[src/rtl/RV.sv]
// RV: shared RISC-V privilege-level encodings.
package RV;
    typedef enum logic [1:0] {
        PRIV_LVL_U = 2'b00,
        PRIV_LVL_S = 2'b01,
        PRIV_LVL_M = 2'b11
    } priv_lvl_t;
endpackage

[src/rtl/trap_controller_pkg.sv]
// trap_controller_pkg: FSM states, latched request type and exception cause codes.
package trap_controller_pkg;
    import RV::*;
    typedef enum logic [1:0] {
        ST_IDLE,
        ST_FLUSH,
        ST_UPDATE,
        ST_REDIRECT
    } trap_state_t;
    typedef struct packed {
        logic      is_xret;
        logic      xret_m;
        priv_lvl_t tgt_priv;
    } trap_req_t;
    localparam int unsigned CAUSE_FETCH_MISALIGNED = 0;
    localparam int unsigned CAUSE_FETCH_ACCESS     = 1;
    localparam int unsigned CAUSE_ILLEGAL_INSTR    = 2;
    localparam int unsigned CAUSE_BREAKPOINT       = 3;
    localparam int unsigned CAUSE_ECALL_U          = 8;
    localparam int unsigned CAUSE_ECALL_S          = 9;
    localparam int unsigned CAUSE_ECALL_M          = 11;
endpackage

[src/rtl/trap_target_sel.sv]
// trap_target_sel: picks trap target privilege and handler PC.
// DAHU_VECTORED_TVEC_EN enables vectored interrupt dispatch (tvec mode 01).
module trap_target_sel
    import RV::*;
#(
    parameter int XLEN   = 64,
    parameter int NCAUSE = 16
) (
    input  logic [XLEN-1:0]   cause_i,
    input  priv_lvl_t         priv_i,
    input  logic [NCAUSE-1:0] medeleg_i,
    input  logic [XLEN-1:0]   mtvec_i,
    input  logic [XLEN-1:0]   stvec_i,
    output priv_lvl_t         tgt_priv_o,
    output logic [XLEN-1:0]   handler_pc_o
);
    localparam int IW = $clog2(NCAUSE);
    logic            deleg;
    logic [XLEN-1:0] base;
    // Interrupts (MSB set) are never delegated
    assign deleg      = priv_i != PRIV_LVL_M && !cause_i[XLEN-1] &&
                        cause_i < XLEN'(NCAUSE) && medeleg_i[cause_i[IW-1:0]];
    assign tgt_priv_o = deleg ? PRIV_LVL_S : PRIV_LVL_M;
    assign base       = deleg ? {stvec_i[XLEN-1:2], 2'b00} : {mtvec_i[XLEN-1:2], 2'b00};
`ifdef DAHU_VECTORED_TVEC_EN
    logic [1:0] mode;
    assign mode         = deleg ? stvec_i[1:0] : mtvec_i[1:0];
    assign handler_pc_o = (mode == 2'b01 && cause_i[XLEN-1]) ?
                          base + {cause_i[XLEN-3:0], 2'b00} : base;
`else
    logic unused_mode;
    assign unused_mode  = ^{mtvec_i[1:0], stvec_i[1:0]};
    assign handler_pc_o = base;
`endif
endmodule

[src/rtl/trap_controller.sv]
// trap_controller: sequences flush, atomic trap/xRET CSR update and fetch redirect.
// DAHU_VECTORED_TVEC_EN selects vectored interrupt handlers in trap_target_sel.
module trap_controller
    import RV::*;
    import trap_controller_pkg::*;
#(
    parameter int XLEN   = 64,
    parameter int NCAUSE = 16
) (
    input  logic              clk,
    input  logic              rst,
    input  logic              req_valid_i,
    output logic              req_ready_o,
    input  logic              req_is_xret_i,
    input  logic              req_xret_m_i,
    input  logic [XLEN-1:0]   req_cause_i,
    input  logic [XLEN-1:0]   req_pc_i,
    input  logic [XLEN-1:0]   req_tval_i,
    input  logic [NCAUSE-1:0] medeleg_i,
    input  logic [XLEN-1:0]   mtvec_i,
    input  logic [XLEN-1:0]   stvec_i,
    input  logic [XLEN-1:0]   mepc_i,
    input  logic [XLEN-1:0]   sepc_i,
    input  logic [1:0]        mpp_i,
    input  logic              spp_i,
    input  logic              pipe_empty_i,
    output logic              flush_o,
    output logic              csr_we_o,
    output logic              csr_xret_o,
    output logic [1:0]        csr_tgt_priv_o,
    output logic [XLEN-1:0]   csr_epc_o,
    output logic [XLEN-1:0]   csr_cause_o,
    output logic [XLEN-1:0]   csr_tval_o,
    output logic              redir_valid_o,
    input  logic              redir_ready_i,
    output logic [XLEN-1:0]   redir_pc_o,
    output logic [1:0]        priv_lvl_o
);
    trap_state_t     state_q, state_d;
    trap_req_t       req_q, req_d;
    priv_lvl_t       priv_q, priv_d, sel_priv, xret_priv, new_priv;
    logic [XLEN-1:0] cause_q, cause_d, pc_q, pc_d, tval_q, tval_d, redir_pc_q, redir_pc_d, sel_pc;

    trap_target_sel #(.XLEN(XLEN), .NCAUSE(NCAUSE)) u_sel (
        .cause_i      (req_cause_i),
        .priv_i       (priv_q),
        .medeleg_i    (medeleg_i),
        .mtvec_i      (mtvec_i),
        .stvec_i      (stvec_i),
        .tgt_priv_o   (sel_priv),
        .handler_pc_o (sel_pc)
    );

    // Reserved MPP (2'b10) returns to U
    assign xret_priv = req_q.xret_m ? (mpp_i == 2'b10 ? PRIV_LVL_U : priv_lvl_t'(mpp_i))
                                    : priv_lvl_t'({1'b0, spp_i});
    assign new_priv  = req_q.is_xret ? xret_priv : req_q.tgt_priv;

    always_comb begin
        state_d    = state_q;
        req_d      = req_q;
        priv_d     = priv_q;
        cause_d    = cause_q;
        pc_d       = pc_q;
        tval_d     = tval_q;
        redir_pc_d = redir_pc_q;
        unique case (state_q)
            ST_IDLE: if (req_valid_i) begin
                state_d    = ST_FLUSH;
                req_d      = '{is_xret: req_is_xret_i, xret_m: req_xret_m_i, tgt_priv: sel_priv};
                cause_d    = req_cause_i;
                pc_d       = req_pc_i;
                tval_d     = req_tval_i;
                redir_pc_d = sel_pc;
            end
            ST_FLUSH: if (pipe_empty_i) state_d = ST_UPDATE;
            ST_UPDATE: begin
                state_d    = ST_REDIRECT;
                priv_d     = new_priv;
                redir_pc_d = req_q.is_xret ? (req_q.xret_m ? mepc_i : sepc_i) : redir_pc_q;
            end
            ST_REDIRECT: if (redir_ready_i) state_d = ST_IDLE;
            default: state_d = ST_IDLE;
        endcase
    end

    always_ff @(posedge clk) begin
        if (rst) begin
            state_q    <= ST_IDLE;
            req_q      <= '0;
            priv_q     <= PRIV_LVL_M;
            cause_q    <= '0;
            pc_q       <= '0;
            tval_q     <= '0;
            redir_pc_q <= '0;
        end else begin
            state_q    <= state_d;
            req_q      <= req_d;
            priv_q     <= priv_d;
            cause_q    <= cause_d;
            pc_q       <= pc_d;
            tval_q     <= tval_d;
            redir_pc_q <= redir_pc_d;
        end
    end

    assign req_ready_o    = state_q == ST_IDLE;
    assign flush_o        = state_q == ST_FLUSH;
    assign csr_we_o       = state_q == ST_UPDATE;
    assign csr_xret_o     = csr_we_o && req_q.is_xret;
    assign csr_tgt_priv_o = new_priv;
    assign csr_epc_o      = pc_q;
    assign csr_cause_o    = cause_q;
    assign csr_tval_o     = tval_q;
    assign redir_valid_o  = state_q == ST_REDIRECT;
    assign redir_pc_o     = redir_pc_q;
    assign priv_lvl_o     = priv_q;
endmodule
[config.mk]
export PLATFORM = sky130hd
export DESIGN_NAME = trap_controller
export DESIGN_NICKNAME = d
export VERILOG_FILES = /design/src/rtl/RV.sv /design/src/rtl/trap_controller_pkg.sv /design/src/rtl/trap_target_sel.sv /design/src/rtl/trap_controller.sv
export SDC_FILE = /design/constraint.sdc
export NUM_CORES = 1
export LEC_CHECK = 0
export CAP_MARGIN = 20
export CORE_AREA = 2 2 288 290
export DETAILED_ROUTE_END_ITERATION = 10
export DIE_AREA = 0 0 290 292
export DONT_BUFFER_PORTS = 1
export GPL_TIMING_DRIVEN = 1
export PLACE_DENSITY = 0.34
export RECOVER_POWER = 50
export SYNTH_ARGS = -nofsm -noshare
export SYNTH_HDL_FRONTEND = slang
export SYNTH_SLANG_ARGS = --single-unit
[constraint.sdc]
create_clock -name clk -period 3 [get_ports clk]
set_input_delay 0.3 -clock clk [delete_from_list [all_inputs] [get_ports clk]]
set_output_delay 0.3 -clock clk [all_outputs]
set_load 0.01 [all_outputs]
==> results.yml <==
sta:
  setup_violations: 0
  max_freq_ghz: 0.3575
  worst_slew_pin_slew_ps: 1405
  post-route-period-util: 0.9325
  finClkSkew_ps: 9.501
  finalHoldViolCount: 0
  rsz0062_at_grt: "no"
  setup_tns_ps: 0
  drv_slew: 0
  slew_headroom: 0.06364
  layout_min_cycle_time_ps: 2798
  hold_ws_ps: 6.493
floorplanning:
  initial_core_util: 0.1534
  die_x_um: 290
  core_area_um2: 81580
  dieArea_um2: 84680
  io_pins: 739
  core.rowCount: 105
  die_y_um: 292
routing:
  drt-met1-wl_um: 21260
  route.met3.wl_um: 5754
  via_per_inst: 4.405
  first_iter_violations: 555
  ant_nets: 0
  via_count: 12700
  wl_per_cell_um: 20.84
  first_pass_iters: 5
  top_layer: "met4"
  drcViolationCount: 0
  totalWireLength_um: 60070
  dr_wl_met2_um: 30700
cts:
  cts_sinks: 264
  cts_htree_levels: 2
  root_buffer: "clkbuf_16"
  insertion_delay_ps: 540
  numCtsBuffers: 35
  cts_tree: "built"
  clockBufferDepth: 3
  post_cts_buffers: 0
  clkSlewWorstSetupHoldPaths_ps: 60
final_layout:
  design_area_um2: 17730
  area_growth_pct: 41.64
  nNetsFinal: 2245
  fin_util: 0.2173
  layout_commonest_cell: "nand2_1"
  layoutNonFillerInstCount: 2883
  drive_above_1_share: 0.1014
  layout_common_cells: "391 x nand2_1, 265 x dlygate4sd3_1, 263 x dfxtp_1"
setup_path:
  start_kind: "flop"
  cp.buffers_inverters: 4
  critical_path.cell_chain: "inv_1 > ha_1 > buf_4 > and2_4 > buf_12 > nand2_1 > a21oi_1 > dlygate4sd3_1"
  endpoint_kind: "flop"
  cp_top_family: "buffers and inverters"
  arrival_ps: 3280
  cp.required_ps: 3490
  path_class: "flop to flop"
  max_stage_delay_ps: 580
  cp_slowest_cell: "and2_4"
  cp_max_fo: 56
placement:
  placed_area_um2: 13810
  dpl.cell_count: 2534
  port_buffers: 0
  gp_congestion: 0.8415
  dp_hpwl_um: 42480
synth:
  netlist_instances: 1558
  synth_area_um2: 12520
  synth_fp_nets: 2036
  synth-seq-cells: 264
  synth.avg_cell_area_um2: 8.033
  synth_cell_types: 32
  synth_warnings: 0
  ys_seq_area_frac: 0.4223
power_and_ir_drop:
  ir_drop_uv: 486.5
  cellLeakagePower_nw: 6.841
  p_seq_frac: 0.361
  powerDensity_nw_per_um2: 876.0
  p_int_w: 0.009394
  combinationalPowerShare: 0.356
  clkPwrFrac: 0.282
  switchingPower_w: 0.006135
  netSwitchingFraction: 0.3951
global_routing:
  grt_pass1_wl_um: 86550
  track_usage: 0.1334
  antenna_found_initial: 32
  grt_max_degree: 196
  overflow: 0
  grt_pass1_vias: 13060
hold_path:
  hold_path.class: "input pin to flop"
outcome:
  status: "completed"
run:
  max_cap_violations: 0
[timing repair]
action	CTS	global route
hold buffers	265	1
setup endpoints to repair	0	0
resized for setup	0	0
endpoints found under the hold margin	202	1
[flip-flops by register name (all words and copies together), names as in the netlist]
signal       cells
csr_epc_o       64
state_q          2
csr_tval_o      64
req_q            4
priv_lvl_o       2
csr_cause_o     64
redir_pc_o      64
[cells by family after synthesis]
group,Yosys count,synth area share
AO/OA/AOI/OAI,451,0.2317
adder cells (fa/ha/maj),4,0.003999
buffers and inverters,146,0.04948
flip-flops,264,0.4223
multiplexers,75,0.06948
AND/OR/NAND/NOR,618,0.2230
[layer usage]
metal	vias to the layer above	GRT usage
li1	5884	-
met1	6066	0.1346
met2	629	0.2428
met3	122	0.05161
met4	0	0.05932
met5	-	0
[path summary, 6_finish.rpt]
kind	cells after the start	end	from	slack (ps)
max	8	csr_epc_o[54]$_SDFFE_PP0P_	state_q[0]$_SDFFE_PP0P_	200
min	2	csr_tval_o[63]$_SDFFE_PP0P_	req_tval_i[63]	6
max reg2reg	8	csr_epc_o[54]$_SDFFE_PP0P_	state_q[0]$_SDFFE_PP0P_	200
min reg2reg	2	req_q[0]$_SDFFE_PP0P_	req_q[0]$_SDFFE_PP0P_	500
[cell type report]
type,instances,area [um^2]
diodes,19,47.55
clock buffers,55,1092
clock inverters,9,110.1
fillers,8973,63860
inverters,6,22.52
multi-input cells,1148,6650
flip-flops and latches,264,5286
well taps,1070,1339
repair buffers,312,3179
[Yosys cell counts]
cell type,instances,share of area
nand2_1,393,0.12
dfxtp_1,264,0.42
a21oi_1,259,0.10
clkbuf_1,103,0.031
nor2_1,69,0.021
a211o_1,64,0.045
mux2_2,64,0.058
nand2b_1,64,0.032
a311oi_1,62,0.043
nor3b_1,62,0.037
o21bai_1,62,0.037
buf_2,18,0.0072
nor4_1,15,0.0075
buf_1,12,0.0036
mux2i_1,7,0.0056
buf_6,6,0.0054
inv_1,6,0.0018
nand4_1,5,0.0025
ha_1,4,0.0040
and2_1,3,0.0015
mux4_2,3,0.0054
nand3_1,2,0.00080
nor2b_1,2,0.0010
a211oi_1,1,0.00060
a211oi_2,1,0.0010
a222oi_1,1,0.00080
and3_1,1,0.00050
buf_4,1,0.00060
mux2_1,1,0.00090
nand2_2,1,0.00050
nor4_2,1,0.0010
o21ai_0,1,0.00040
[metrics by stage]
step                      total power [W]  worst slack (ps)
after floorplan                  0.008953             780.1
after global placement            0.01066             173.0
after detailed placement          0.01077             186.4
after CTS                         0.01579             253.4
after global routing              0.01657             17.03
final                             0.01553             202.5
[power groups by stage]
stage                     combinational (W)  clock (W)  sequential [W]
after floorplan                     0.00368          0         0.00527
after global placement              0.00496          0         0.00570
after detailed placement            0.00508          0         0.00570
after CTS                           0.00558    0.00458         0.00563
after global routing                0.00615    0.00470         0.00572
final                               0.00553    0.00438         0.00561
Note: power is estimated with default switching activity, not from simulation.
